## src/rtl/mcp_stack_ctrl.sv

```systemverilog
// rtl/mcp_stack_ctrl.sv - operand stack controller sequencing a synchronous-read stack RAM
module mcp_stack_ctrl #(
  parameter int DATA_W     = 8,
  parameter int DEPTH_LOG2 = 4
) (
  input  logic                  clk,
  input  logic                  rst,
  input  logic                  push,
  input  logic                  pop,
  input  logic                  tos,
  input  logic [DATA_W-1:0]     d_in,
  input  logic                  err_clr,
  output logic                  busy,
  output logic                  done,
  output logic [DATA_W-1:0]     d_out,
  output logic [DEPTH_LOG2:0]   count,
  output logic                  full,
  output logic                  empty,
  output logic                  ovf_err,
  output logic                  unf_err,
  output logic [DEPTH_LOG2-1:0] ram_addr,
  output logic                  ram_we,
  output logic [DATA_W-1:0]     ram_wdata,
  input  logic [DATA_W-1:0]     ram_rdata
);

  localparam int CW = DEPTH_LOG2 + 1;
  localparam logic [CW-1:0] DEPTH_C = CW'(2 ** DEPTH_LOG2);
  localparam logic [CW-1:0] SP_ONE  = CW'(1);

  typedef enum logic [1:0] {S_IDLE, S_WRITE, S_READ, S_CAPTURE} state_t;

  state_t                state_q, state_d;
  logic [CW-1:0]         sp_q, sp_d;
  logic [DEPTH_LOG2-1:0] addr_q, addr_d;
  logic [DATA_W-1:0]     wdata_q, wdata_d;
  logic [DATA_W-1:0]     dout_q, dout_d;
  logic                  done_q, done_d;
  logic                  ovf_q, ovf_d;
  logic                  unf_q, unf_d;
  logic [CW-1:0]         sp_m1;

  // sp_m1 is the index of the current top word when the stack is non-empty
  assign sp_m1 = sp_q - SP_ONE;

  // Next-state logic: request arbitration in IDLE, then the RAM access sequence
  always_comb begin
    state_d = state_q;
    sp_d    = sp_q;
    addr_d  = addr_q;
    wdata_d = wdata_q;
    dout_d  = dout_q;
    done_d  = 1'b0;
    ovf_d   = ovf_q;
    unf_d   = unf_q;
    // clear first so that an error raised this cycle still sets its flag
    if (err_clr) begin
      ovf_d = 1'b0;
      unf_d = 1'b0;
    end
    case (state_q)
      S_IDLE: begin
        if (pop) begin
          if (sp_q == '0) begin
            unf_d  = 1'b1;
            done_d = 1'b1;
          end else begin
            addr_d  = sp_m1[DEPTH_LOG2-1:0];
            sp_d    = sp_m1;
            state_d = S_READ;
          end
        end else if (push) begin
          if (sp_q == DEPTH_C) begin
            ovf_d  = 1'b1;
            done_d = 1'b1;
          end else begin
            addr_d  = sp_q[DEPTH_LOG2-1:0];
            wdata_d = d_in;
            sp_d    = sp_q + SP_ONE;
            state_d = S_WRITE;
          end
        end else if (tos) begin
          if (sp_q == '0) begin
            unf_d  = 1'b1;
            done_d = 1'b1;
          end else begin
            addr_d  = sp_m1[DEPTH_LOG2-1:0];
            state_d = S_READ;
          end
        end
      end
      S_WRITE: begin
        done_d  = 1'b1;
        state_d = S_IDLE;
      end
      S_READ: begin
        state_d = S_CAPTURE;
      end
      S_CAPTURE: begin
        dout_d  = ram_rdata;
        done_d  = 1'b1;
        state_d = S_IDLE;
      end
      default: state_d = S_IDLE;
    endcase
  end

  // State and datapath registers; reset discards any in-flight operation
  always_ff @(posedge clk) begin
    if (rst) begin
      state_q <= S_IDLE;
      sp_q    <= '0;
      addr_q  <= '0;
      wdata_q <= '0;
      dout_q  <= '0;
      done_q  <= 1'b0;
      ovf_q   <= 1'b0;
      unf_q   <= 1'b0;
    end else begin
      state_q <= state_d;
      sp_q    <= sp_d;
      addr_q  <= addr_d;
      wdata_q <= wdata_d;
      dout_q  <= dout_d;
      done_q  <= done_d;
      ovf_q   <= ovf_d;
      unf_q   <= unf_d;
    end
  end

  assign busy      = (state_q != S_IDLE);
  assign done      = done_q;
  assign d_out     = dout_q;
  assign count     = sp_q;
  assign full      = (sp_q == DEPTH_C);
  assign empty     = (sp_q == '0);
  assign ovf_err   = ovf_q;
  assign unf_err   = unf_q;
  assign ram_we    = (state_q == S_WRITE);
  assign ram_addr  = (state_q == S_WRITE || state_q == S_READ) ? addr_q : '0;
  assign ram_wdata = (state_q == S_WRITE) ? wdata_q : '0;

endmodule

```

## config.mk

```make
export PLATFORM = sky130hd
export DESIGN_NAME = mcp_stack_ctrl
export DESIGN_NICKNAME = d
export VERILOG_FILES = /design/src/rtl/mcp_stack_ctrl.sv
export SDC_FILE = /design/constraint.sdc
export NUM_CORES = 1
export LEC_CHECK = 0
export BUFFER_PORTS_ARGS = -buffer_cell sky130_fd_sc_hd__buf_4
export CAP_MARGIN = 25
export CORE_MARGIN = 2
export CORE_UTILIZATION = 49
export CTS_CLUSTER_SIZE = 30
export DETAILED_ROUTE_END_ITERATION = 6
export PLACE_DENSITY = 0.78
export RECOVER_POWER = 100
export SYNTH_ARGS = -nofsm -noshare
export SYNTH_HDL_FRONTEND = slang
export SYNTH_SLANG_ARGS = --single-unit
```

## constraint.sdc

```tcl
create_clock -name clk -period 2.5 [get_ports clk]
set_input_delay 0.125 -clock clk [delete_from_list [all_inputs] [get_ports clk]]
set_output_delay 0.125 -clock clk [all_outputs]
set_load 0.01 [all_outputs]
```

==> results of run 1 <==
==> critical path, stage by stage, from the launching register on <==
cell	delay, ps
dfxtp_1	380
inv_1	130
ha_1	260
or4b_1	580
a32oi_2	430
a21oi_1	110
mux2_4	310
==> flip-flops by register name (all words and copies together) (netlist names) <==
register	flops
wdata_q	8
addr_q	4
count	5
d_out	8
ovf_err	1
unf_err	1
state_q	2
done	1
==> per-layer routing <==
| layer | track usage, % | wire length, µm | up-vias |
|---|---|---|---|
| li1 | - | - | 687 |
| met5 | 0 | 0 | - |
| met2 | 36.8 | 1830 | 41 |
| met1 | 26.7 | 1560 | 635 |
| met4 | 6.52 | 42 | 0 |
| met3 | 6.82 | 209 | 7 |
==> final cells by class <==
cell class	count	area share, %
Sequential cell	30	31.5
Inverter	11	2.16
Tap cell	44	2.89
Clock buffer	7	2.89
Multi-Input combinational cell	120	44.6
Timing Repair Buffer	53	15.7
Clock inverter	1	0.262
==> cells by family (layout without fill, tap and decap cells) <==
family	count (synthesis)	count (layout)	synth area share (%)
adders and majority gates	6	6	4.81
xor gates and xnor gates	2	2	1.12
buffers and inverters	20	72	5.77
muxes	20	20	13.2
DFF	30	30	38.5
and+or+nand+nor	62	62	21.9
AOI/OAI and AO/OA	30	30	14.7
==> synthesized netlist by cell type, types with 2 or more instances <==
cell type  number
clkbuf_1        5
nor2b_1         2
mux2i_1        18
or3_2           2
nor2_1         26
nand3_1         2
nand2b_1        3
nand2_1         5
inv_1          11
buf_6           2
a221oi_1        3
dfxtp_1        30
buf_1           2
a21oi_1         6
a211oi_1        2
and2_1         13
ha_1            6
o21ai_0         5
==> through the flow <==
stage | area [µm²] | std cells | setup WS (ps) | hold slack (ps)
after CTS | 2020 | 266 | 307 | 32.6
after global placement | 1960 | 258 | 467 | 358
final | 1910 | 266 | 194 | 38.1
after floorplan | 1560 | 170 | 445 | 272
after global routing | 1910 | 266 | 85.7 | 30.1
after detailed placement | 1960 | 258 | 374 | 366
==> final timing paths <==
path | endpoint | slack (ps) | cells past startpoint
worst max register to register | count[3] | 190 | 6
worst min-delay path | wdata_q[3] | 40 | 3
worst min register to register | addr_q[2] | 480 | 2
worst max-delay path | count[3] | 190 | 6
==> where the power goes <==
group	internal, mW	switching (mW)	total, mW
Sequential	0.580	0.0980	0.678
Clock	0.136	0.159	0.295
Combinational	0.370	0.504	0.874
Total	1.09	0.761	1.85
==> impl_metrics.env, run 1 <==
export IMPL_antenna_left=0
export IMPL_syn2layout_area_growth_pct=22.3
export IMPL_cts_tree="done"
export IMPL_cts_buffer_depth=2
export IMPL_layout_common_cells="dfxtp_1, clkbuf_1, buf_4, nor2_1, mux2i_1"
export IMPL_layout_commonest_cell="dfxtp_1"
export IMPL_synth_nets=198
export IMPL_drtIter0Drc=45
export IMPL_fmax_mhz=434
export IMPL_multiInputGateArea_um2=851
export IMPL_dieWidth_um=60.4
export IMPL_finalCritPeriodShare_pct=92.2
export IMPL_synthArstFlopShare_pct=0
export IMPL_overflow=0
export IMPL_yosys_cell_types_count=45
export IMPL_cts_sinks=30
export IMPL_io_buffers=53
export IMPL_worst_setup_path_start_kind="flop"
export IMPL_outcome="complete, no violations"
export IMPL_synth_top_cell_area_share_pct=38.5
export IMPL_viasPerCell=5.15
export IMPL_dieArea_mm2=0.00365
export IMPL_hp_start="d_in[3]"
export IMPL_worstSetupPathType="reg2reg"
export IMPL_wl_per_cell_um=13.7
export IMPL_regArea_um2=601
export IMPL_synth_main_ff_cell="dfxtp_1"
export IMPL_rsz0062_at_grt="no"
export IMPL_die_y_um=60.4
export IMPL_synth_top_area_cell="dfxtp_1"
export IMPL_peakVddDrop_v=0.000509
export IMPL_cts_setup_buffers=0
export IMPL_htreeDepth=2
export IMPL_p_total_mw=1.85
export IMPL_grt_max_degree=33
export IMPL_worstReg2RegStart="count[1]"
export IMPL_synthCells=170
export IMPL_gp_congestion=0.812
export IMPL_final_nets=249
export IMPL_ys_ff_latch=30
export IMPL_grt_pass1_vias=1312
export IMPL_setup_viol=0
export IMPL_clock_latency_ps=320
export IMPL_antenna_found_initial=0
export IMPL_core_area_mm2=0.00305
export IMPL_cts_buffers_inserted=5
export IMPL_crit_arrival_ps=2520
export IMPL_maxCapViolCount=0
export IMPL_grt_first_pass_wirelength_um=5920
export IMPL_place_hpwl_um=2720
export IMPL_hp_class="in2reg"
export IMPL_p_leak_nw=0.797
export IMPL_num_vias=1370
export IMPL_yosysWarnings=0
export IMPL_nFillCells=295
export IMPL_powerDensity_mw_per_mm2=968
export IMPL_rows=20
export IMPL_ctsHoldBuffers=0
export IMPL_track_usage_pct=21.8
export IMPL_skew_ps=1.54
export IMPL_final_core_util_pct=62.5
export IMPL_clk_pin_slew_ps=90
export IMPL_max_slew_margin_pct=65.2
export IMPL_synth_area_top_cells="dfxtp_1, mux2i_1, nor2_1, and2_1, ha_1"
export IMPL_slew_viol_final=0
export IMPL_root_buffer="clkbuf_4"
export IMPL_avgSynthCellArea_um2=9.18
export IMPL_antenna_cells=0
export IMPL_critPathMaxFanout=8
export IMPL_initial_core_util_pct=51.1
export IMPL_fin_tns_setup_ps=0
export IMPL_drtPass1Iterations=4
export IMPL_layout_drive_gt1_share_pct=18.5
export IMPL_seq_area_frac_synth_pct=38.5
export IMPL_fin_crit_ps=2310
export IMPL_drc=0
export IMPL_tightest_slew_ps=522
export IMPL_wl_um=3640
export IMPL_synth_edf_count=0
export IMPL_crit_start="count[1]"
export IMPL_netlist_area_mm2=0.00156
export IMPL_timing_final_hold_violations=0
export IMPL_cp_end_kind="flop"
export IMPL_worst_ep_required_time_ps=2710
export IMPL_cts_resized=0
export IMPL_ioPinCount=54
Power figures use the tool's default switching activity.
==> run 2: changes to the inputs <==
--- a/config.mk
+++ b/config.mk
@@ -9,6 +9,7 @@
 export CAP_MARGIN = 25
 export CORE_MARGIN = 2
 export CORE_UTILIZATION = 49
+export CTS_BUF_LIST = sky130_fd_sc_hd__clkbuf_8 sky130_fd_sc_hd__clkbuf_16
 export CTS_CLUSTER_SIZE = 30
 export DETAILED_ROUTE_END_ITERATION = 6
 export PLACE_DENSITY = 0.78
==> run 2 against run 1 <==
Net effect: critical path depth did not move; count of clock-buffer cells in the layout down 1; non-clock buffer count is the same; combinational power is essentially flat; clock skew up 1.6 ps; wire length is 2.1% higher; via count stayed put.
==> impl_metrics.env, run 2 (same netlist as run 1, synthesis figures left out) <==
export IMPL_viasPerCell=5.15
export IMPL_met2_length_um=1890
export IMPL_wl_um=3710
export IMPL_crit_arrival_ps=2460
export IMPL_cp_end_kind="flop"
export IMPL_htreeDepth=2
export IMPL_final_core_util_pct=63.5
export IMPL_io_buffers=53
export IMPL_track_usage_pct=22.3
export IMPL_die_y_um=60.4
export IMPL_finalCritPeriodShare_pct=91.9
export IMPL_rsz0062_at_grt="no"
export IMPL_worstSetupPathType="reg2reg"
export IMPL_syn2layout_area_growth_pct=24.3
export IMPL_cts_buffer_depth=2
export IMPL_clock_latency_ps=280
export IMPL_cts_sinks=30
export IMPL_worst_setup_path_start_kind="flop"
export IMPL_num_vias=1370
export IMPL_drtPass1Iterations=4
export IMPL_clk_pin_slew_ps=60
export IMPL_peakVddDrop_v=0.000555
export IMPL_place_hpwl_um=2720
export IMPL_fin_tns_setup_ps=0
export IMPL_drtIter0Drc=37
export IMPL_fmax_mhz=435
export IMPL_dieWidth_um=60.4
export IMPL_rows=20
export IMPL_cts_buffers_inserted=5
export IMPL_tightest_slew_ps=524
export IMPL_nFillCells=291
export IMPL_antenna_left=0
export IMPL_drc=0
export IMPL_skew_ps=3.19
export IMPL_wl_met3_um=217
export IMPL_fin_crit_ps=2300
export IMPL_layout_commonest_cell="dfxtp_1"
export IMPL_antenna_found_initial=0
export IMPL_powerDensity_mw_per_mm2=1000
export IMPL_layout_drive_gt1_share_pct=18.5
export IMPL_final_nets=249
export IMPL_antenna_cells=0
export IMPL_initial_core_util_pct=51.1
export IMPL_wl_per_cell_um=14.0
export IMPL_outcome="complete, no violations"
export IMPL_maxCapViolCount=0
export IMPL_ctsHoldBuffers=0
export IMPL_slew_viol_final=0
export IMPL_critPathMaxFanout=8
export IMPL_worst_ep_required_time_ps=2670
export IMPL_cts_setup_buffers=0
export IMPL_layout_common_cells="dfxtp_1, buf_4, nor2_1, clkbuf_1, mux2i_1"
export IMPL_timing_final_hold_violations=0
export IMPL_cts_resized=0
export IMPL_grt_pass1_vias=1328
export IMPL_root_buffer="clkbuf_8"
export IMPL_ioPinCount=54
export IMPL_gp_congestion=0.812
export IMPL_route_layer_met1_wl_um=1590
export IMPL_cts_tree="done"
export IMPL_grt_max_degree=33
export IMPL_hp_class="in2reg"
export IMPL_p_leak_nw=0.814
export IMPL_grt_first_pass_wirelength_um=6040
export IMPL_r2r_setup_slack_ps=200
export IMPL_max_slew_margin_pct=65.0
export IMPL_maxUsedRoutingLayer="met4"
export IMPL_setup_viol=0
export IMPL_overflow=0
export IMPL_core_area_mm2=0.00305
export IMPL_dieArea_mm2=0.00365
==> run 2: changes by cell type in the layout (fill, tap and decap cells not counted) <==
cell,delta
clkbuf_1,-1
clkbuf_4,-5
clkbuf_8,+5
inv_1,+1
==> run 2: critical path, cell delays in order (launching register included) <==
cell and delay [ps]:
dfxtp_1 370, inv_1 130, ha_1 250, or4b_1 580
a32oi_2 430, a21oi_1 110, mux2_4 310
==> run 2: final timing paths <==
kind / from / endpoint / cells after the start
worst max-delay path: count[1] / count[3] / 6
worst min-delay path: d_in[3] / wdata_q[3] / 3
worst max register to register: count[1] / count[3] / 6
worst min register to register: addr_q[2] / addr_q[2] / 2
==> run 2: power breakdown <==
| group | internal (mW) | switching, mW | leakage, nW | total (mW) |
|---|---|---|---|---|
| Combinational | 0.370 | 0.505 | 0.517 | 0.875 |
| Sequential | 0.581 | 0.0979 | 0.245 | 0.679 |
| Clock | 0.217 | 0.172 | 0.0524 | 0.390 |
==> run 2: layout make-up <==
type	instances	area [µm²]	area share [%]
multi-input cells	120	851	43.9
clock buffers	6	82.6	4.26
repair buffers	53	300	15.5
flip-flops and latches	30	601	31.0
well taps	44	55.1	2.84
inverters	11	41.3	2.13
clock inverters	2	8.76	0.452
==> run 2: layer usage <==
| layer | GRT usage (%) | vias up |
|---|---|---|
| met5 | 0 | - |
| met4 | 8.70 | 0 |
| met3 | 6.18 | 4 |
| met2 | 37.6 | 42 |
| met1 | 27.0 | 631 |
| li1 | - | 693 |
==> run 2: per-stage QoR <==
| stage | power [mW] | cells | cell area [µm²] | hold slack, ps | setup WS (ps) |
|---|---|---|---|---|---|
| floorplan | 1.37 | 170 | 1560 | 272 | 445 |
| finish | 1.94 | 266 | 1940 | 83.2 | 203 |
| detailed placement | 1.66 | 258 | 1960 | 366 | 374 |
| global placement | 1.63 | 258 | 1960 | 358 | 467 |
| CTS | 2.07 | 266 | 2060 | 80.1 | 274 |
| global route | 2.09 | 266 | 1940 | 95.9 | 90.2 |
